**src/rtl/key_event_fifo.sv**
```systemverilog
// Key event FIFO: synchronises the scanner interrupt, decodes each press into a 4-bit key index
// and queues it for the host. Optional auto-repeat is enabled by defining KEY_REPEAT_EN.
module key_event_fifo #(
  parameter int DEPTH_LOG2 = 3
`ifdef KEY_REPEAT_EN
  , parameter int TICK_DIV        = 1000,
  parameter int REPEAT_DELAY_MS = 500,
  parameter int REPEAT_RATE_MS  = 100
`endif
) (
  input  logic                  clk_1mhz,
  input  logic                  reset,
  input  logic                  key_irq_n,
  input  logic [7:0]            key_code_in,
  input  logic                  rd_en,
  input  logic                  ovf_clr,
  output logic [7:0]            dout,
  output logic                  empty,
  output logic                  full,
  output logic [DEPTH_LOG2:0]   count,
  output logic                  overflow,
  output logic                  ghost_err,
  output logic                  irq_fifo_n
);

  localparam int DEPTH = 1 << DEPTH_LOG2;
  localparam logic [DEPTH_LOG2:0] DEPTH_CNT = (DEPTH_LOG2 + 1)'(DEPTH);

  logic irq_s1, irq_s2, irq_prev;
  logic event_hit;
  logic [2:0] row_d, col_d;
  logic code_valid, real_push, ghost_set;
  logic [3:0] key_index;
  logic push_req, do_push, do_pop, ovf_set;
  logic [7:0] push_data;
  logic [7:0] mem [DEPTH];
  logic [DEPTH_LOG2-1:0] wr_ptr, rd_ptr, rd_next;
  logic [DEPTH_LOG2:0] count_next;

  // Synchroniser flops idle high so reset never looks like a key press.
  always_ff @(posedge clk_1mhz or posedge reset) begin
    if (reset) begin
      irq_s1   <= 1'b1;
      irq_s2   <= 1'b1;
      irq_prev <= 1'b1;
    end else begin
      irq_s1   <= key_irq_n;
      irq_s2   <= irq_s1;
      irq_prev <= irq_s2;
    end
  end

  assign event_hit = irq_prev & ~irq_s2;

  // {valid, position} of the single low bit in an active-low nibble.
  function automatic logic [2:0] nib_pos(input logic [3:0] n);
    case (n)
      4'b1110: nib_pos = 3'b100;
      4'b1101: nib_pos = 3'b101;
      4'b1011: nib_pos = 3'b110;
      4'b0111: nib_pos = 3'b111;
      default: nib_pos = 3'b000;
    endcase
  endfunction

  assign row_d      = nib_pos(key_code_in[7:4]);
  assign col_d      = nib_pos(key_code_in[3:0]);
  assign code_valid = row_d[2] & col_d[2];
  assign key_index  = {row_d[1:0], col_d[1:0]};
  assign real_push  = event_hit & code_valid;
  assign ghost_set  = event_hit & ~code_valid;

`ifdef KEY_REPEAT_EN
  logic [31:0] tick_cnt, ms_cnt, ms_next;
  logic [7:0]  last_code;
  logic [3:0]  last_index;
  logic        rep_active, rep_first_done, tick, hold_ok, rep_fire;

  assign ms_next  = ms_cnt + 32'd1;
  assign tick     = (tick_cnt == 32'(TICK_DIV - 1));
  assign hold_ok  = (key_code_in == last_code) && (key_code_in != 8'hFF);
  assign rep_fire = rep_active & hold_ok & tick & ~event_hit &
                    (rep_first_done ? (ms_next == 32'(REPEAT_RATE_MS))
                                    : (ms_next == 32'(REPEAT_DELAY_MS)));
  assign push_req  = real_push | rep_fire;
  assign push_data = real_push ? {4'b0000, key_index} : {1'b1, 3'b000, last_index};

  // Any press restarts timing; only a press that was actually queued arms the repeat.
  always_ff @(posedge clk_1mhz or posedge reset) begin
    if (reset) begin
      tick_cnt       <= '0;
      ms_cnt         <= '0;
      last_code      <= 8'hFF;
      last_index     <= '0;
      rep_active     <= 1'b0;
      rep_first_done <= 1'b0;
    end else if (event_hit) begin
      tick_cnt       <= '0;
      ms_cnt         <= '0;
      rep_first_done <= 1'b0;
      rep_active     <= real_push & do_push;
      if (real_push & do_push) begin
        last_code  <= key_code_in;
        last_index <= key_index;
      end
    end else if (rep_active && !hold_ok) begin
      rep_active <= 1'b0;
    end else if (rep_active) begin
      tick_cnt <= tick ? '0 : tick_cnt + 32'd1;
      if (rep_fire) begin
        ms_cnt         <= '0;
        rep_first_done <= 1'b1;
      end else if (tick) begin
        ms_cnt <= ms_next;
      end
    end
  end
`else
  assign push_req  = real_push;
  assign push_data = {4'b0000, key_index};
`endif

  assign empty   = (count == '0);
  assign full    = (count == DEPTH_CNT);
  assign do_pop  = rd_en & ~empty;
  assign do_push = push_req & (~full | do_pop);
  assign ovf_set = push_req & ~do_push;
  assign rd_next = rd_ptr + 1'b1;

  always_comb begin
    count_next = count;
    if (do_push && !do_pop)
      count_next = count + 1'b1;
    else if (!do_push && do_pop)
      count_next = count - 1'b1;
  end

  always_ff @(posedge clk_1mhz) begin
    if (do_push)
      mem[wr_ptr] <= push_data;
  end

  // dout is a registered copy of the head, so it can hold its last value once drained.
  always_ff @(posedge clk_1mhz or posedge reset) begin
    if (reset) begin
      wr_ptr     <= '0;
      rd_ptr     <= '0;
      count      <= '0;
      dout       <= 8'h00;
      irq_fifo_n <= 1'b1;
      overflow   <= 1'b0;
      ghost_err  <= 1'b0;
    end else begin
      count      <= count_next;
      irq_fifo_n <= (count_next == '0);
      if (do_push)
        wr_ptr <= wr_ptr + 1'b1;
      if (do_pop)
        rd_ptr <= rd_next;
      if (do_pop) begin
        if (count != 1)
          dout <= mem[rd_next];
        else if (do_push)
          dout <= push_data;
      end else if (do_push && empty) begin
        dout <= push_data;
      end
      if (ovf_set)
        overflow <= 1'b1;
      else if (ovf_clr)
        overflow <= 1'b0;
      if (ghost_set)
        ghost_err <= 1'b1;
      else if (ovf_clr)
        ghost_err <= 1'b0;
    end
  end

endmodule

```
**config.mk**
```make
export PLATFORM = sky130hd
export DESIGN_NAME = key_event_fifo
export DESIGN_NICKNAME = d
export VERILOG_FILES = /design/src/rtl/key_event_fifo.sv
export SDC_FILE = /design/constraint.sdc
export NUM_CORES = 1
export LEC_CHECK = 0
export ABC_AREA = 1
export CORE_MARGIN = 2
export CORE_UTILIZATION = 50
export DETAILED_ROUTE_END_ITERATION = 7
export PLACE_DENSITY = 0.72
export SLEW_MARGIN = 20
export SYNTH_ARGS = -nofsm -noshare
export SYNTH_HDL_FRONTEND = slang
export SYNTH_SLANG_ARGS = --single-unit
```
**constraint.sdc**
```tcl
create_clock -name clk_1mhz -period 2.5 [get_ports clk_1mhz]
set_clock_uncertainty 0.1 [all_clocks]
set_input_delay 0.5 -clock clk_1mhz [delete_from_list [all_inputs] [get_ports clk_1mhz]]
set_output_delay 0.5 -clock clk_1mhz [all_outputs]
set_load 0.005 [all_outputs]
```
* Word level (Yosys, flattened, before mapping) *
Memory sizes are Yosys's and may differ from the RTL's.
Cells that the tools add are included.

cells by class
  $add $sub $neg = 4
  equal/unequal tests = 11
  mux-type cells = 13
  bitwise gates (word level) = 13
  reduce and logical (&&, ||, !) cells = 11

operator list
  cell                                                  number
  2-to-1 mux 8 bit                                      4
  equality test 4 bit (second input constant)           7
  one-hot mux 3 bit (4 select lines)                    2
  equality test 4 x 3 -> 1 bit (second input constant)  2
  zero test 4 bit                                       2
  2-to-1 mux 4 bit                                      2
  bitwise AND 1 bit                                     7
  adder 3 x 1 -> 3 bit (second input constant)          2
  nonzero test 2 bit                                    3
  2-to-1 mux 1 bit                                      5
  inverter 1 bit                                        5
  adder 4 x 1 -> 4 bit (second input constant)          1
  != test 4 x 1 -> 1 bit (second input constant)        1
  subtractor 4 x 1 -> 4 bit (second input constant)     1
  logical AND 1 bit                                     3
  != test 3 x 2 -> 1 bit (second input constant)        1
  zero test 1 bit                                       2
  AND reduction 2 bit                                   1
  OR 1 bit                                              1

word-level totals
  flip-flop bits (word level) = 24
  memory bits (writable) = 32
  output and inout port bits = 17
  memories kept = 1

memory list
  name  words  width  read ports  clocked after Yosys merged registers in  write ports  RTL line  RTL
  mem   8      4      1           0                                        1            36        logic [7:0] mem [DEPTH];

* Longest topological paths before layout *
Gate-level depths: netlist of run 1.

  word-level depth = 10
  depth in mapped cells = 13
  mapped depth without buffers = 13

* Worst setup path before layout of run 1 *
Ideal clock, no wire load.

  kind = register to register
  start = register count[0]
  end = memory mem[0][0] in the netlist's numbering (enable)
  library setup time = 0.361 ns
  data arrival time = 1.686 ns
  required time = 2.039 ns
  slack = 0.353 ns
  stages on the path, launching flop included = 11
  path buffers = 0
  clock period less this slack = 2.147 ns
  path through = dfrtp_1 > inv_1 > ha_1 > nand2_1 > nor2_2 > clkinv_2 > nor2_1 > inv_2 > nand2_4 > or2_4 > nor3_1

RTL lines
  what                                    RTL line  RTL
  start, declared                         20        output logic [DEPTH_LOG2:0] count,
  start signal, assigned                  154       count <= count_next;
  equality test 4 bit                     124       assign full = (count == DEPTH_CNT);
  named net full                          19        output logic full,
  inverter 1 bit                          126       assign do_push = push_req & (~full | do_pop);
  OR 1 bit                                126
  bitwise AND 1 bit                       126
  2-to-1 mux 1 bit                        139       if (do_push)
  2-to-1 mux 1 bit (implied by the code)  140       mem[wr_ptr] <= push_data;
  end, declared                           36

The timed path passes the listed nets, and every way through them passes these cells.

* Final worst setup path of run 1 *
  start = register count[1]
  end = output port full

on the way
  word-level cells in the longest chain between the ends = 1

ends and longest elaborated chain
  what                 RTL line
  equality test 4 bit  124
  end, declared        19

No other way between the ends.

==> results by group, run 1 <==
Detailed routing
  – Vias per cell: 4.92
  – Routed wire per std cell: 13.2 microns
  – DR iter-0 viols: 80
  – Metal-1 WL: 2.26 mm
  – Met2 WL: 2.40 mm
  – Drt total wl: 5.00 mm
  – DR WL met3: 219 microns
  – Top Layer Used: met4
  – Number of remaining DRC errors: 0
  – 1st-pass router iterations: 4
  – Post-route ant nets: 0
  – Routed vias: 1863

Worst hold path
  – Worst min path class: flop to flop
  – Worst Hold Depth: 0
  – Endpoint, Worst Hold: irq_s2
  – Hold_sp: irq_s1

Run
  – Max Cap Viol: 0

Synth
  – Syn avg cell area: 10.0 sq um
  – Cells after synthesis: 264
  – Post-Syn Area: 2640 sq um
  – Number of warnings issued by yosys: 0
  – Seq/Total Area, Yosys: 55.5%
  – Synthesis-stage register bit count: 52
  – Post-synthesis cell type count: 35

Pwr
  – Pwr Density: 949 nW/um^2
  – Max VDD drop: 522 uV
  – Leakage Power: 1.41 nW
  – Tot Pwr: 0.00304 W

Final layout
  – Ant. Diodes: 0
  – Fill cells: 438
  – Final core occ: 62.8%
  – FF+latch area: 1470 sq um
  – Fin nets: 326
  – Most frequent cells in the layout: 53 x nand2_1, 32 x edfxtp_1, 30 x nand3_1, 28 x inv_1, 25 x clkdlybuf4s50_1
  – Design area: 3210 sq um
  – Area grow syn2layout: 21.4%
  – Commonest non-fill, non-tap cell in the layout: nand2_1
  – Multi-input gate area: 991 sq um
  – Finished Layout Cells: 379
  – Layout cell share with drive strength beyond 1: 22.3%

Clock tree
  – H-tree levels: 2
  – Clk buf depth: 2
  – Clock Latency Late Sink: 0.31 ns
  – CTS Hold Buffers Added: 0
  – CTS Buf Count: 5
  – Clock-pin transition on the worst setup and hold timing paths: 0.09 ns
  – CTS tree: yes
  – Root buffer cell: clkbuf_8
  – Clk sinks: 52

Global routing
  – Largest net degree at the start of global routing: 21
  – Total gr overflow: 0
  – First-pass GRT wire length: 8.67 mm
  – Vias in the first global route: 1864
  – Total global routing track utilization: 18.9%
  – Initial antenna violation count: 0

STA
  – Final Setup Violations: 0
  – Slew headroom: 65.4%
  – Maximum achievable frequency: 0.419 GHz
  – Fin crit period: 2.39 ns
  – Final hold violation count: 0
  – RSZ-0062 raised after global routing: no
  – Worst-Margin Slew: 0.517 ns
  – Max Transition Viols Final: 0
  – Post-route clock period utilization: 95.6%

Setup path
  – FF-to-FF setup slack: 0.46 ns
  – Worst Path Arrival: 1.79 ns
  – Req. time, crit path: 1.90 ns
  – R2r startpoint: count[1]
  – Reg2Reg Depth: 12
  – Max Fanout on Critical Path: 5
  – Startpoint types: flop
  – Crit Path Class: flop to output port
  – Worst reg2reg endpoint: mem[7][2]
  – Endpoint class of the critical path: output port

Place
  – Placer's final routability congestion estimate: 0.901
  – Dpl hpwl: 3.77 mm
  – PortBufs: 25
  – DP Area: 3080 sq um
  – Placed Cells incl. Taps: 371

Floorplan
  – Die span in x: 76.7 microns
  – Row count: 26
  – Die ar.: 5880 sq um
  – Starting density of the core: 51.7%
  – CORE AREA: 5110 sq um
  – Die height: 76.7 microns
  – Total I/O pin count: 30

Status
  – Run status: completed
==> metrics by stage <==
stage	hold WS (ns)	TNS (ns)	worst slack, ns
3_5_place_dp	0.251	-0.137	-0.0133
5_1_grt	0.267	0	0.0169
6_report	0.262	0	0.111
4_1_cts	0.264	0	0.00568
3_3_place_gp	0.248	0	0.0240
2_1_floorplan	0.245	0	0.353
==> critical path: stages, from the launching register on <==
cell and delay, ns:
dfrtp_2 0.46, inv_1 0.14, ha_4 0.17, nand2_1 0.06, nor2_2 0.13, clkdlybuf4s50_1 0.52
==> worst max-delay path by stage <==
stage                      endpoint  slack (ns)            from
after global routing           full        0.02        count[1]
after global placement    mem[6][0]        0.02  key_code_in[6]
after CTS                      full       0.006        count[1]
after detailed placement  mem[4][1]       -0.01  key_code_in[5]
after floorplan           mem[0][0]        0.35        count[0]
final                          full        0.11        count[1]
==> logic make-up (layout without fill, tap and decap cells) <==
family	count (synthesis)	after routing	share of synthesized area (%)
other	1	4	0.142
XOR/XNOR	6	6	1.99
adder cells (fa/ha/maj)	5	5	2.37
buffers and inverters	49	91	7.91
AO/OA/AOI/OAI	24	24	5.59
AND/OR/NAND/NOR	127	127	26.5
flip-flops	52	52	55.5
==> report_power, final <==
group          internal, W  switching, W
Clock             0.000296      0.000275
Combinational     0.000545      0.000782
Sequential         0.00103      0.000112
==> cell usage after synthesis <==
master | n | share of area (%)
nand2_4 | 7 | 3.0
xnor2_1 | 1 | 0.33
nand3_4 | 3 | 2.0
o22ai_1 | 1 | 0.24
or2_4 | 1 | 0.33
nor3_1 | 9 | 1.7
buf_2 | 3 | 0.57
o31ai_1 | 1 | 0.28
o21ai_1 | 3 | 0.57
clkinv_4 | 1 | 0.33
xor2_1 | 5 | 1.7
nand3b_1 | 1 | 0.28
nor2_1 | 11 | 1.6
nand2_1 | 53 | 7.5
nor2_2 | 2 | 0.47
nand2_8 | 1 | 0.76
clkbuf_1 | 1 | 0.14
a21oi_1 | 2 | 0.38
o21ai_0 | 12 | 2.3
nand3_2 | 4 | 1.5
dfrtp_1 | 16 | 15
a22oi_4 | 1 | 0.80
clkinv_2 | 1 | 0.19
inv_2 | 10 | 1.4
nand3_1 | 30 | 5.7
o211ai_1 | 2 | 0.57
a31oi_1 | 2 | 0.47
buf_4 | 4 | 1.1
nor2_8 | 1 | 0.76
edfxtp_1 | 32 | 36
nand2_2 | 4 | 0.95
dfstp_2 | 4 | 4.0
ha_1 | 5 | 2.4
conb_1 | 1 | 0.14
inv_1 | 29 | 4.1
==> per-layer routing <==
metal / global-route usage, % / up-vias
met4: 7.64 / 0
met2: 31.6 / 53
met5: 0 / -
met3: 4.35 / 10
met1: 23.8 / 847
li1: - / 953
==> state kept, by name (all words and copies together) (netlist names) <==
name        count
count           4
dout            4
ghost_err       1
irq_fifo_n      1
irq_prev        1
irq_s1          1
irq_s2          1
mem            32
overflow        1
rd_ptr          3
wr_ptr          3
==> layout make-up <==
class	count	share of cell area (%)
Multi-Input combinational cell	166	30.9
Clock inverter	3	1.33
Clock buffer	5	2.14
Sequential cell	52	45.8
Tap cell	70	2.73
Timing Repair Buffer	42	12.2
Inverter	41	4.99
==> timing repair <==
| action | 4_1_cts | 5_1_grt |
|---|---|---|
| buffers inserted | 0 | 0 |
| setup endpoints to repair | 0 | 2 |
| resized for setup | 0 | 5 |
(Power assumes the default switching activity.)
==> run 2: changes to the inputs <==
--- a/config.mk
+++ b/config.mk
@@ -10,6 +10,7 @@
 export CORE_UTILIZATION = 50
 export DETAILED_ROUTE_END_ITERATION = 7
 export PLACE_DENSITY = 0.72
+export SKIP_LAST_GASP = 1
 export SLEW_MARGIN = 20
 export SYNTH_ARGS = -nofsm -noshare
 export SYNTH_HDL_FRONTEND = slang
==> results of run 2 <==
No change in the layout: final DEF, timing and power equal those of run 1.
==> run 3: changes to the inputs <==
--- a/config.mk
+++ b/config.mk
@@ -6,8 +6,10 @@
 export NUM_CORES = 1
 export LEC_CHECK = 0
 export ABC_AREA = 1
-export CORE_MARGIN = 2
+export CORE_MARGIN = 5
 export CORE_UTILIZATION = 50
+export CTS_CLUSTER_DIAMETER = 50
+export CTS_CLUSTER_SIZE = 16
 export DETAILED_ROUTE_END_ITERATION = 7
 export PLACE_DENSITY = 0.72
 export SKIP_LAST_GASP = 1
==> results by group, run 3 (synthesis results as in run 1) <==
Setup path
  – Slowest-stage cell, CP: clkdlybuf4s50_1
  – Worst reg2reg endpoint: mem[5][3]
  – Family with the most delay on the worst path: buffers and inverters
  – Req. time, crit path: 1.90 ns
  – Startpoint types: flop
  – Endpoint class of the critical path: output port
  – Worst Path Arrival: 1.83 ns
  – Worst Setup EP: full
  – Max Fanout on Critical Path: 6
  – FF-to-FF setup slack: 0.42 ns
  – Critical path cell sequence: inv_1, ha_4, nand2_1, nor2_2, clkdlybuf4s50_1
  – R2r startpoint: count[0]
  – Buffers and inverters on the worst path: 2
  – Critical path depth: 5
  – Crit. Startpoint: count[0]
  – Critical path's largest stage delay: 0.53 ns
  – Crit Path Class: flop to output port
  – Reg2Reg Depth: 12

Final layout
  – Layout cell share with drive strength beyond 1: 21.6%
  – Most frequent cells in the layout: 53 x nand2_1, 32 x edfxtp_1, 30 x nand3_1, 29 x inv_1, 25 x clkdlybuf4s50_1
  – Max FFs per register: 32
  – Commonest non-fill, non-tap cell in the layout: nand2_1
  – Fin nets: 327
  – Ant. Diodes: 0
  – Area grow syn2layout: 20.1%
  – Final core occ: 62.2%
  – Largest register by flop count: mem
  – Top Registers: mem: 32 flops, count: 4 flops, dout: 4 flops

STA
  – Final hold violation count: 0
  – Worst-case hold slack: 0.261 ns
  – Post-Route Setup TNS: 0 ns
  – Maximum achievable frequency: 0.411 GHz
  – RSZ-0062 raised after global routing: no
  – Final Setup Violations: 0
  – Max Transition Viols Final: 0
  – Worst setup margin: 0.0652 ns
  – Fin crit period: 2.43 ns
  – Post-route clock period utilization: 97.4%

Clock tree
  – Clock Latency Late Sink: 0.30 ns
  – CTS Buf Count: 5
  – Clk buf depth: 2
  – CTS Hold Buffers Added: 0
  – H-tree levels: 2
  – Post-CTS Setup Bufs: 0
  – Clk sinks: 52
  – Clock-pin transition on the worst setup and hold timing paths: 0.09 ns
  – CTS tree: yes
  – Root buffer cell: clkbuf_8

Floorplan
  – Die span in x: 82.7 microns
  – Die ar.: 6840 sq um
  – Starting density of the core: 51.7%
  – Total I/O pin count: 30
  – Die height: 82.7 microns
  – Row count: 26
  – CORE AREA: 5110 sq um

Place
  – PortBufs: 25
  – Post-Place Setup Slack: -0.0221 ns
  – Dpl hpwl: 3.79 mm
  – Placer's final routability congestion estimate: 0.905

Detailed routing
  – Routed wire per std cell: 12.9 microns
  – 1st-pass router iterations: 4
  – Drt total wl: 4.89 mm
  – Vias per cell: 4.95
  – Number of remaining DRC errors: 0
  – Routed vias: 1881
  – Post-route ant nets: 0
  – DR iter-0 viols: 108

Global routing
  – Total gr overflow: 0
  – Vias in the first global route: 1817
  – Total global routing track utilization: 16.1%
  – Initial antenna violation count: 0
  – First-pass GRT wire length: 8.19 mm
  – Largest net degree at the start of global routing: 21

Run
  – Max Cap Viol: 0

Status
  – Run status: completed

Pwr
  – Leakage Power: 1.41 nW
  – Max VDD drop: 507 uV
  – Tot Pwr: 0.00291 W
  – Pwr Density: 915 nW/um^2

Worst hold path
  – Worst min path class: flop to flop
-- run 3: cell count changes in the layout (fill, tap and decap cells not counted), sizes merged --
cell      delta
buf          +1
bufinv       -1
clkinv       +2
clkinvlp     -1
-- run 3: worst min path at each step --
stage / start / to / depth (start not counted)
2_1_floorplan: irq_s1 / irq_s2 / 0
3_5_place_dp: irq_s1 / irq_s2 / 0
6_report: irq_s1 / irq_s2 / 0
4_1_cts: irq_s1 / irq_s2 / 0
5_1_grt: irq_s1 / irq_s2 / 0
3_3_place_gp: irq_s1 / irq_s2 / 0
-- run 3: per-stage QoR --
step | instances | instance area, sq um
2_1_floorplan | 267 | 2650
3_3_place_gp | 372 | 3080
3_5_place_dp | 372 | 3080
4_1_cts | 380 | 3160
5_1_grt | 380 | 3170
6_report | 380 | 3170
-- run 3: layout make-up --
cell class,count,area (sq um)
flip-flops and latches,52,1470
multi-input cells,166,991
well taps,70,87.6
inverters,41,160
fillers,430,1930
repair buffers,43,385
clock inverters,3,13.8
clock buffers,5,68.8
-- run 3: report_power, final --
part | internal (W) | switching [W]
combinational | 0.000541 | 0.000777
sequential | 0.00103 | 0.000106
clock | 0.000190 | 0.000258
total | 0.00176 | 0.00114
-- run 3: what timing repair did --
action / CTS / global route
hold endpoints to repair: 0 / 0
endpoints found under the setup margin: 1 / 2
resized for setup: 1 / 2
-- run 3: routing by layer --
layer	vias up	global-route usage (%)	wire (microns)
met3	6	3.90	284
li1	947	-	-
met1	863	20.6	2200
met5	-	0	0
met2	65	26.1	2330
met4	0	6.37	74
